--- config.mk ---
export PLATFORM = sky130hd
export DESIGN_NAME = motion_vector_selector
export DESIGN_NICKNAME = d
export VERILOG_FILES = /design/src/rtl/motion_vector_selector.sv
export SDC_FILE = /design/constraint.sdc
export NUM_CORES = 1
export LEC_CHECK = 0
export CAP_MARGIN = 20
export CORE_ASPECT_RATIO = 0.6
export CORE_MARGIN = 2
export CORE_UTILIZATION = 58
export DETAILED_ROUTE_END_ITERATION = 10
export PLACE_DENSITY = 0.92
export SLEW_MARGIN = 20
export SYNTH_ARGS = -nofsm -noshare
export SYNTH_HDL_FRONTEND = slang
export SYNTH_SLANG_ARGS = --single-unit
--- constraint.sdc ---
create_clock -name in_clk -period 5.1 [get_ports in_clk]
set_clock_uncertainty 0.2 [all_clocks]
set_input_delay 0.51 -clock in_clk [delete_from_list [all_inputs] [get_ports in_clk]]
set_output_delay 0.51 -clock in_clk [all_outputs]
set_load 0.01 [all_outputs]
--- src/rtl/motion_vector_selector.sv ---
// Running-minimum SAD tracker: picks the best candidate of one raster-ordered search and reports it as a signed motion vector.
// Optional define MVSEL_ZERO_BIAS_EN: on equal SADs, prefer the candidate nearer the zero vector (L1 distance).
module motion_vector_selector #(
    parameter int SAD_WIDTH = 16,
    parameter int CAND_X    = 16,
    parameter int CAND_Y    = 16,
    parameter int MV_WIDTH  = 5,
    parameter int MV_OFFSET = 8
) (
    input  logic                 in_clk,
    input  logic                 in_rst_n,
    input  logic                 in_start,
    input  logic                 in_sad_valid,
    input  logic [SAD_WIDTH-1:0] in_sad,
    input  logic                 in_ack,
    output logic                 out_busy,
    output logic                 out_done,
    output logic [SAD_WIDTH-1:0] out_best_sad,
    output logic [MV_WIDTH-1:0]  out_mv_x,
    output logic [MV_WIDTH-1:0]  out_mv_y,
    output logic                 out_overrun
);

    localparam int NCAND = CAND_X * CAND_Y;
    localparam int CW    = $clog2(NCAND);
    localparam int XW    = $clog2(CAND_X);
    localparam int YW    = $clog2(CAND_Y);

    typedef enum logic [1:0] {
        S_IDLE,
        S_ACCUM,
        S_DONE
    } state_t;

    state_t r_state;
    state_t w_state_nxt;

    logic [CW-1:0]        r_cnt;
    logic [XW-1:0]        r_x;
    logic [YW-1:0]        r_y;
    logic [SAD_WIDTH-1:0] r_best_sad;
    logic [XW-1:0]        r_best_x;
    logic [YW-1:0]        r_best_y;

    logic                 r_busy;
    logic                 r_done;
    logic [SAD_WIDTH-1:0] r_out_sad;
    logic [MV_WIDTH-1:0]  r_mv_x;
    logic [MV_WIDTH-1:0]  r_mv_y;
    logic                 r_overrun;

    logic                 w_sample;
    logic                 w_last;
    logic                 w_x_last;
    logic                 w_enter_accum;
    logic                 w_take;
    logic [SAD_WIDTH-1:0] w_nb_sad;
    logic [XW-1:0]        w_nb_x;
    logic [YW-1:0]        w_nb_y;
    logic [31:0]          w_mv_x_full;
    logic [31:0]          w_mv_y_full;
    logic                 w_busy_nxt;
    logic                 w_done_nxt;
    logic                 w_ovr_set;

    assign w_sample = (r_state == S_ACCUM) && in_sad_valid;
    assign w_last   = w_sample && (r_cnt == CW'(NCAND - 1));
    assign w_x_last = (r_x == XW'(CAND_X - 1));

    // State register
    always_ff @(posedge in_clk or negedge in_rst_n) begin
        if (!in_rst_n) begin
            r_state <= S_IDLE;
        end else begin
            r_state <= w_state_nxt;
        end
    end

    // Next-state logic
    always_comb begin
        w_state_nxt = r_state;
        case (r_state)
            S_IDLE: begin
                if (in_start) w_state_nxt = S_ACCUM;
            end
            S_ACCUM: begin
                if (w_last) w_state_nxt = S_DONE;
            end
            S_DONE: begin
                if (in_ack) w_state_nxt = in_start ? S_ACCUM : S_IDLE;
            end
            default: w_state_nxt = S_IDLE;
        endcase
    end

    assign w_enter_accum = (r_state != S_ACCUM) && (w_state_nxt == S_ACCUM);

`ifdef MVSEL_ZERO_BIAS_EN
    localparam int DW = $clog2(CAND_X + CAND_Y + 2 * MV_OFFSET + 1);

    logic [DW-1:0] r_best_dist;
    logic [31:0]   w_dx;
    logic [31:0]   w_dy;
    logic [DW-1:0] w_cur_dist;

    always_comb begin
        w_dx = (32'(r_x) >= 32'(MV_OFFSET)) ? 32'(r_x) - 32'(MV_OFFSET)
                                            : 32'(MV_OFFSET) - 32'(r_x);
        w_dy = (32'(r_y) >= 32'(MV_OFFSET)) ? 32'(r_y) - 32'(MV_OFFSET)
                                            : 32'(MV_OFFSET) - 32'(r_y);
        w_cur_dist = DW'(w_dx + w_dy);
        w_take = w_sample && ((in_sad < r_best_sad) ||
                              ((in_sad == r_best_sad) && (w_cur_dist < r_best_dist)));
    end

    // Seeded with the distance of (0,0) so it always matches the stored best position
    always_ff @(posedge in_clk or negedge in_rst_n) begin
        if (!in_rst_n) begin
            r_best_dist <= DW'(2 * MV_OFFSET);
        end else if (w_enter_accum) begin
            r_best_dist <= DW'(2 * MV_OFFSET);
        end else if (w_take) begin
            r_best_dist <= w_cur_dist;
        end
    end
`else
    assign w_take = w_sample && (in_sad < r_best_sad);
`endif

    assign w_nb_sad    = w_take ? in_sad : r_best_sad;
    assign w_nb_x      = w_take ? r_x    : r_best_x;
    assign w_nb_y      = w_take ? r_y    : r_best_y;
    assign w_mv_x_full = 32'(w_nb_x) - 32'(MV_OFFSET);
    assign w_mv_y_full = 32'(w_nb_y) - 32'(MV_OFFSET);

    // Search datapath: position counters and running minimum
    always_ff @(posedge in_clk or negedge in_rst_n) begin
        if (!in_rst_n) begin
            r_cnt      <= '0;
            r_x        <= '0;
            r_y        <= '0;
            r_best_sad <= '1;
            r_best_x   <= '0;
            r_best_y   <= '0;
        end else if (w_enter_accum) begin
            r_cnt      <= '0;
            r_x        <= '0;
            r_y        <= '0;
            r_best_sad <= '1;
            r_best_x   <= '0;
            r_best_y   <= '0;
        end else if (w_sample) begin
            r_cnt      <= r_cnt + CW'(1);
            r_x        <= w_x_last ? '0 : r_x + XW'(1);
            r_y        <= w_x_last ? r_y + YW'(1) : r_y;
            r_best_sad <= w_nb_sad;
            r_best_x   <= w_nb_x;
            r_best_y   <= w_nb_y;
        end
    end

    // Output logic
    always_comb begin
        w_busy_nxt = (w_state_nxt == S_ACCUM);
        w_done_nxt = (w_state_nxt == S_DONE);
        w_ovr_set  = (in_sad_valid && (r_state != S_ACCUM)) ||
                     (in_start && (r_state == S_ACCUM));
    end

    // Result registers capture the final comparison so they hold steady through DONE
    always_ff @(posedge in_clk or negedge in_rst_n) begin
        if (!in_rst_n) begin
            r_busy    <= 1'b0;
            r_done    <= 1'b0;
            r_out_sad <= '1;
            r_mv_x    <= '0;
            r_mv_y    <= '0;
            r_overrun <= 1'b0;
        end else begin
            r_busy    <= w_busy_nxt;
            r_done    <= w_done_nxt;
            r_overrun <= r_overrun | w_ovr_set;
            if (w_last) begin
                r_out_sad <= w_nb_sad;
                r_mv_x    <= w_mv_x_full[MV_WIDTH-1:0];
                r_mv_y    <= w_mv_y_full[MV_WIDTH-1:0];
            end
        end
    end

    assign out_busy     = r_busy;
    assign out_done     = r_done;
    assign out_best_sad = r_out_sad;
    assign out_mv_x     = r_mv_x;
    assign out_mv_y     = r_mv_y;
    assign out_overrun  = r_overrun;

endmodule

==> qor.json, run 1 <==
{
  "first_global_vias": 2522,
  "post_synth_xor_area_fraction": 0.0154,
  "vias": 2687,
  "post_synth.cell_area_avg_um2": 9.62,
  "rsz0062_at_grt": "no",
  "hold_class": "input pin to asynchronous set/reset pin",
  "synth.yosys.seq_area_share": 0.519,
  "worstSetupPathType": "input pin to flip-flop",
  "unique_cell_type_count_in_the_yosys_netlist": 40,
  "route.detailed.wl_per_inst_um": 15.3,
  "areaGrowthSynthToFinish_pct": 19.9,
  "place.detailed.hpwl_mm": 4.94,
  "clock_tree.buffer_depth": 2,
  "post_synth_inst_count": 354,
  "ir_drop_uv": 203,
  "place_ws_ns": 1.72,
  "power_per_cell_area_mw_per_mm2": 391,
  "critPathRequiredTime_ns": 5.17,
  "period_utilization_post_route": 0.600,
  "synth_top_family_by_area": "compound AO/OA/AOI/OAI gates",
  "cts.root.buffer_cell": "sky130_fd_sc_hd__clkbuf_8",
  "route.detailed.drc": 0,
  "viasPerCell": 5.57,
  "synth.yosys.warnings": 0,
  "hold_viol_final": 0,
  "slew_viol_final": 0,
  "synth_nets": 393,
  "post_route_cell_area_mm2": 0.00408,
  "tritoncts_num_sinks": 69,
  "status": "complete, no violations",
  "seqCellArea_mm2": 0.00177,
  "grt_pass1_wl_mm": 12.2,
  "clock_insertion_delay_worst_skew_ns": 0.36,
  "tightestPinTransition_ns": 1.02,
  "gp_congestion": 0.827,
  "ios": 50,
  "mux_contribution_to_synthesized_area": 0.00661,
  "setup_violations": 0,
  "placeableCoreArea_mm2": 0.00562,
  "antenna_violating_nets_post_route": 0,
  "diodes": 0,
  "routed_wirelength_mm": 7.37,
  "worst_ep_arrival_time_ns": 3.13,
  "die_w_um": 103,
  "synth_compound_area_frac": 0.173,
  "grt_max_degree": 70,
  "yosys.area_share.adder": 0.0661,
  "mappedNetlistArea_mm2": 0.00341,
  "cap_viol_max_count": 0,
  "dr.pass1.iters": 5,
  "globalRoute.totalOverflow": 0,
  "cts_made_buffers": 9,
  "startpoint_type": "input pin",
  "cts_post_setup_buffers_inserted": 0,
  "portBuffers": 49,
  "timing.setup.tns_ns": 0,
  "clk_pin_slew_worst_paths_ns": 0.07,
  "number_of_nets_in_the_finished_design": 437,
  "area_of_combinational_cells_with_multiple_inputs_mm2": 0.00143,
  "slew_limit_headroom": 0.318,
  "postLayoutSetupSlackWorst_ns": 2.04,
  "htreeDepth": 3,
  "die_height_um": 63.4,
  "starting_density_of_the_core": 0.606,
  "fp-row-count": 21,
  "min_period_ns": 3.06,
  "crit_fanout": 34,
  "timing.critical_path.to_type": "flip-flop",
  "tritoncts": "done",
  "total_leakage_power_nw": 1.82,
  "number_of_antenna_violations_at_the_first_check_in_global_routing": 0,
  "number_of_synthesized_register_bits": 69,
  "placed_area_mm2": 0.00389,
  "dieArea_mm2": 0.00652,
  "grt_usage": 0.247,
  "yosys.area_share.simple": 0.158,
  "initialDrtViolationCount": 233,
  "post_cts_resized": 0,
  "postCtsHoldBufs": 0,
  "filler_cell_count": 418,
  "drive_above_1_share": 0.167,
  "clock.fmax_mhz": 327
}
## stage by stage
step | hold WS (ns) | std cells | power, mW | util
4_1_cts | 0.160 | 482 | 1.60 | 0.726
3_5_place_dp | 0.255 | 467 | 1.16 | 0.693
5_1_grt | 0.192 | 482 | 1.70 | 0.726
3_3_place_gp | 0.248 | 467 | 1.13 | 0.693
6_report | 0.130 | 482 | 1.59 | 0.726
2_1_floorplan | 0.0144 | 354 | 1.05 | -
## where the power goes
part / leakage, nW / internal, mW / switching (mW)
sequential: 0.809 / 0.677 / 0.0834
combinational: 0.919 / 0.159 / 0.241
clock: 0.0931 / 0.223 / 0.212
total: 1.82 / 1.06 / 0.537
## critical path, cell delays in order
cell and delay [ns]:
sky130_fd_sc_hd__clkdlybuf4s50_1 0.47, sky130_fd_sc_hd__and3b_1 0.48, sky130_fd_sc_hd__and3_1 0.33, sky130_fd_sc_hd__and3_1 0.53
sky130_fd_sc_hd__buf_4 0.45, sky130_fd_sc_hd__o22ai_1 0.14, sky130_fd_sc_hd__a31oi_1 0.21
## synth_stat cells, drive strengths merged
| library cell | instances | area, um^2 |
|---|---|---|
| nand3 | 4 | 20.0 |
| nand4 | 5 | 31.3 |
| a21oi | 24 | 161 |
| inv | 25 | 93.8 |
| o22a | 1 | 8.76 |
| buf | 16 | 108 |
| o21a | 3 | 23.8 |
| nor3 | 1 | 5.00 |
| a211o | 1 | 8.76 |
| dfrtp | 37 | 926 |
| nand2b | 4 | 25.0 |
| a22o | 6 | 52.6 |
| a211oi | 1 | 7.51 |
| and3 | 3 | 18.8 |
| clkbuf | 3 | 11.3 |
| a21o | 2 | 15.0 |
| xor2 | 5 | 43.8 |
| nor2 | 47 | 176 |
| dfstp | 32 | 841 |
| o21ai | 18 | 93.8 |
| a31oi | 24 | 150 |
| mux2 | 2 | 22.5 |
| o22ai | 1 | 6.26 |
| ha | 18 | 225 |
| nand2 | 58 | 218 |
| and3b | 1 | 8.76 |
| nor3b | 1 | 12.5 |
| a2111oi | 1 | 15.0 |
| a22oi | 2 | 15.0 |
| xnor2 | 1 | 8.76 |
| or3 | 1 | 6.26 |
| o31ai | 1 | 7.51 |
| o211ai | 3 | 22.5 |
| nand3b | 1 | 7.51 |
| and4 | 1 | 8.76 |
## cell families (layout without fill, tap and decap cells)
logic type / count (synthesis) / in the layout
fa+ha+maj: 18 / 18
simple gates: 127 / 127
compound gates: 88 / 88
flops: 69 / 69
buf+inv: 44 / 92
mux: 2 / 2
xor+xnor: 6 / 6
## worst paths after layout
kind                                           start                       to  slack, ns  cells past startpoint
min in group in_clk            out_overrun$_DFF_PN0_    out_overrun$_DFF_PN0_       0.27                      1
min                                         in_rst_n  r_best_y[1]$_DFFE_PN0P_       0.13                      2
max                                     in_sad_valid  out_mv_y[3]$_DFFE_PN0P_       2.04                      7
max in group asynchronous                   in_rst_n     r_cnt[5]$_DFFE_PN0P_       4.03                      2
max reg2reg                r_best_sad[6]$_DFFE_PN1P_  out_mv_y[3]$_DFFE_PN0P_       2.11                      8
min reg2reg                    out_overrun$_DFF_PN0_    out_overrun$_DFF_PN0_       0.27                      1
## flip-flops by register name, summed over array words and instances (netlist names)
signal	count
r_best_y	4
out_overrun	1
r_best_sad	16
out_busy	1
r_y	4
out_mv_x	4
out_mv_y	4
out_done	1
r_state	2
out_best_sad	16
r_x	4
r_cnt	8
r_best_x	4
## area by class of cell
class | count | share of cell area
Clock buffer | 9 | 0.0303
Clock inverter | 6 | 0.0156
Inverter | 25 | 0.0230
Multi-Input combinational cell | 241 | 0.349
Sequential cell | 69 | 0.433
Tap cell | 80 | 0.0245
Timing Repair Buffer | 52 | 0.124
## layer usage
metal  track usage  vias up  part of all wire
met5             0        -                 0
met3        0.0766       11             0.064
met4        0.0822        0            0.0088
li1              -     1301                 -
met1         0.361     1285              0.48
met2         0.352       90              0.45
## placed cells by master, fill, tap and decap left out, drive strengths merged, types with 6 or more instances in the layout
cell	netlist	routed
dfstp	32	32
a22o	6	6
clkdlybuf4s50	0	48
clkbuf	3	9
ha	18	18
inv	25	26
nand2	58	58
o21ai	18	18
nor2	47	47
dfrtp	37	37
a21oi	24	24
a31oi	24	24
Note: power is estimated with default switching activity, not from simulation.
==> run 2: changes to the inputs <==
CORE_UTILIZATION = 54   (was 58)
PLACE_DENSITY = 0.87   (was 0.92)
clock period = 2.87 ns   (was 5.1 ns; I/O delays follow)
==> run 2 against run 1 <==
Effect of this change: final cell count up 3.1%; clock-buffer cell count stayed put; largest cell class unchanged; worst setup slack worse by 1.8 ns; critical endpoint is now out_mv_x[1]$_DFFE_PN0P_.
==> qor.json, run 2 (synthesis results as in run 1) <==
{
  "place.detailed.hpwl": {"value": 5.17, "unit": "mm", "change": "+4.7%"},
  "number_of_antenna_violations_at_the_first_check_in_global_routing": {"value": 0, "change": "unchanged"},
  "diodes": {"value": 0, "change": "unchanged"},
  "hold_viol_final": {"value": 0, "change": "unchanged"},
  "critPathRequiredTime": {"value": 2.93, "unit": "ns", "change": "-2.24 ns"},
  "worst-r2r-setup-slack": {"value": 0.26, "unit": "ns", "change": "-1.85 ns"},
  "globalRoute.totalOverflow": {"value": 0, "change": "unchanged"},
  "initialDrtViolationCount": {"value": 161, "change": "-31%"},
  "status": "complete, no violations",
  "min_to": "out_overrun$_DFF_PN0_",
  "switchingPower": {"value": 0.990, "unit": "mW", "change": "+85%"},
  "number_of_nets_in_the_finished_design": {"value": 447, "change": "+2.3%"},
  "postLayoutSetupSlackWorst": {"value": 0.263, "unit": "ns", "change": "-1.78 ns"},
  "portBuffers": {"value": 49, "change": "unchanged"},
  "clockPowerShare": {"value": 0.317, "change": "+0.045"},
  "slew_limit_headroom": {"value": 0.420, "change": "+0.102"},
  "worstSetupPathType": "flip-flop to flip-flop",
  "min_delay_path_depth": 1,
  "grt_pass1_wl": {"value": 13.0, "unit": "mm", "change": "+6.6%"},
  "cp-startpoint": "r_best_sad[15]$_DFFE_PN1P_",
  "min_period_ns": 2.61,
  "post_route_cell_area": {"value": 0.00425, "unit": "mm^2", "change": "+4.1%"},
  "timing.hold.worst.start": "out_overrun$_DFF_PN0_",
  "die_height": {"value": 65.5, "unit": "um", "change": "+3.4%"},
  "grt_usage": {"value": 0.240, "change": "-0.00721"},
  "gp_congestion": {"value": 0.803, "change": "-3.0%"},
  "regToRegEndpoint": "out_mv_x[1]$_DFFE_PN0P_",
  "tightestPinTransition": {"value": 0.870, "unit": "ns", "change": "-0.153 ns"},
  "rsz0062_at_grt": "no",
  "cts_made_buffers": {"value": 9, "change": "unchanged"},
  "clock_insertion_delay_worst_skew": {"value": 0.35, "unit": "ns", "change": "about the same"},
  "layout.cells.most_common_list": "58 x sky130_fd_sc_hd__nand2_1, 48 x sky130_fd_sc_hd__clkdlybuf4s50_1, 47 x sky130_fd_sc_hd__nor2_1",
  "crit_fanout": {"value": 20, "change": "-41%"},
  "startpoint_type": "flip-flop",
  "design_power_total": {"value": 3.09, "unit": "mW", "change": "+94%"},
  "ir_drop": {"value": 377, "unit": "uV", "change": "+86%"},
  "tritoncts_num_sinks": {"value": 69, "change": "unchanged"},
  "p_comb_frac": {"value": 0.245, "change": "-0.006"},
  "finalNonFillerCells": {"value": 497, "change": "+3.1%"},
  "areaGrowthSynthToFinish_pct": 24.8,
  "dieArea": {"value": 0.00698, "unit": "mm^2", "change": "+7.0%"},
  "placeableCoreArea": {"value": 0.00611, "unit": "mm^2", "change": "+8.7%"},
  "internal_power": {"value": 2.10, "unit": "mW", "change": "+98%"},
  "fp-row-count": {"value": 22, "change": "+4.8%"},
  "timing.setup.tns": {"value": 0, "unit": "ns", "change": "unchanged"},
  "launch_instance_of_the_worst_register_to_register_path": "r_best_sad[15]$_DFFE_PN1P_",
  "cpPeakStageDelay": {"value": 0.53, "unit": "ns", "change": "about the same"},
  "htreeDepth": {"value": 3, "change": "unchanged"},
  "place_ws": {"value": 0.0933, "unit": "ns", "change": "-1.62 ns"},
  "total_leakage_power": {"value": 1.90, "unit": "nW", "change": "+4.4%"},
  "route.detailed.wl_per_inst": {"value": 14.9, "unit": "um", "change": "-2.8%"},
  "slew_viol_final": {"value": 0, "change": "unchanged"},
  "length_in_cells_of_the_worst_reg_to_reg_path": {"value": 9, "change": "+1"},
  "cts_post_setup_buffers_inserted": {"value": 0, "change": "unchanged"},
  "viasPerCell": {"value": 5.54, "change": "-0.56%"},
  "clock.fmax_mhz": 384,
  "cts.root.buffer_cell": "sky130_fd_sc_hd__clkbuf_8",
  "p_seq_frac": {"value": 0.438, "change": "-0.039"},
  "starting_density_of_the_core": {"value": 0.557, "change": "-0.0484"},
  "placedCellCount": {"value": 480, "change": "+2.8%"},
  "finalHoldWorstSlack": {"value": 0.274, "unit": "ns", "change": "+0.144 ns"},
  "postLayoutCoreUtil": {"value": 0.695, "change": "-0.0307"},
  "routed_wirelength": {"value": 7.38, "unit": "mm", "change": "+0.24%"},
  "sw_frac_of_total": {"value": 0.321, "change": "-0.0158"},
  "grt_max_degree": {"value": 40, "change": "-43%"},
  "worst_ep_arrival_time": {"value": 2.67, "unit": "ns", "change": "-0.46 ns"},
  "vias": {"value": 2755, "change": "+2.5%"},
  "final_common_cell": "sky130_fd_sc_hd__nand2_1",
  "drive_above_1_share": {"value": 0.189, "change": "+0.0222"},
  "cap_viol_max_count": {"value": 0, "change": "unchanged"},
  "filler_cell_count": {"value": 465, "change": "+11%"},
  "die_w": {"value": 107, "unit": "um", "change": "+3.5%"},
  "dr.pass1.iters": {"value": 4, "change": "-1"},
  "setup_violations": {"value": 0, "change": "unchanged"},
  "antenna_violating_nets_post_route": {"value": 0, "change": "unchanged"},
  "critical_path_cell_list": "inv_1, ha_1, nand4_1, nor3_1, o211ai_1, o21ai_2, buf_4, nand2_1, a31oi_1",
  "first_global_vias": {"value": 2812, "change": "+11%"},
  "ios": {"value": 50, "change": "unchanged"},
  "clk_pin_slew_worst_paths": {"value": 0.08, "unit": "ns", "change": "about the same"},
  "hold_class": "flip-flop to flip-flop",
  "timing.critical_path.to_type": "flip-flop",
  "clock_tree.buffer_depth": {"value": 2, "change": "unchanged"},
  "tritoncts": "done",
  "placed_area": {"value": 0.00399, "unit": "mm^2", "change": "+2.5%"},
  "power_per_cell_area": {"value": 727, "unit": "mW/mm^2", "change": "+86%"},
  "critical_path.slowest_cell": "sky130_fd_sc_hd__dfstp_2",
  "period_utilization_post_route": 0.908,
  "route.detailed.drc": {"value": 0, "change": "unchanged"}
}
## run 2: cell count changes in the layout (fill, tap and decap cells not counted)
| cell | before | now |
|---|---|---|
| sky130_fd_sc_hd__clkinv_2 | 1 | 0 |
| sky130_fd_sc_hd__clkinvlp_4 | 1 | 2 |
| sky130_fd_sc_hd__dlygate4sd3_1 | 0 | 1 |
| sky130_fd_sc_hd__bufinv_16 | 1 | 3 |
| sky130_fd_sc_hd__buf_4 | 3 | 10 |
| sky130_fd_sc_hd__buf_12 | 0 | 2 |
| sky130_fd_sc_hd__clkinv_1 | 1 | 0 |
## run 2: layer usage
layer / global-route usage / vias to the layer above / part of all wire
met5: 0 / - / 0
met4: 0.0666 / 0 / 0.0057
met3: 0.0575 / 5 / 0.054
met2: 0.401 / 66 / 0.48
met1: 0.319 / 1371 / 0.47
li1: - / 1313 / -
## run 2: critical path, delay by kind of cell, from the launching register on
| kind | cells | cell delay [ns] |
|---|---|---|
| simple gates | 3 | 0.48 |
| flops | 1 | 0.53 |
| compound gates | 3 | 0.63 |
| fa+ha+maj | 1 | 0.33 |
| buf+inv | 2 | 0.35 |
## run 2: repair_timing
action | CTS | global route
gates resized for setup | 0 | 0
hold buffers | 1 | 0
hold endpoints to repair | 32 | 0
## run 2: power by group through the flow
stage / combinational [mW] / clock, mW / sequential, mW
5_1_grt: 0.869 / 1.03 / 1.38
2_1_floorplan: 0.557 / 0 / 1.31
3_3_place_gp: 0.704 / 0 / 1.35
6_report: 0.755 / 0.979 / 1.35
3_5_place_dp: 0.742 / 0 / 1.36
4_1_cts: 0.759 / 0.987 / 1.35
## run 2: layout make-up
type | count | area [um^2] | share of cell area
inverters | 25 | 93.8 | 0.0221
flip-flops and latches | 69 | 1770 | 0.416
repair buffers | 62 | 611 | 0.144
multi-input cells | 241 | 1430 | 0.336
clock buffers | 9 | 124 | 0.0292
clock inverters | 7 | 123 | 0.0289
well taps | 84 | 105 | 0.0247
## run 2: worst max path at each step
stage / end / slack, ns
after global routing: out_mv_x[1]$_DFFE_PN0P_ / 0.03
after detailed placement: out_mv_x[1]$_DFFE_PN0P_ / 0.09
final: out_mv_x[1]$_DFFE_PN0P_ / 0.26
after CTS: out_mv_x[1]$_DFFE_PN0P_ / 0.26
after floorplan: r_best_x[3]$_DFFE_PN0P_ / 0.56
after global placement: r_best_y[2]$_DFFE_PN0P_ / 0.15
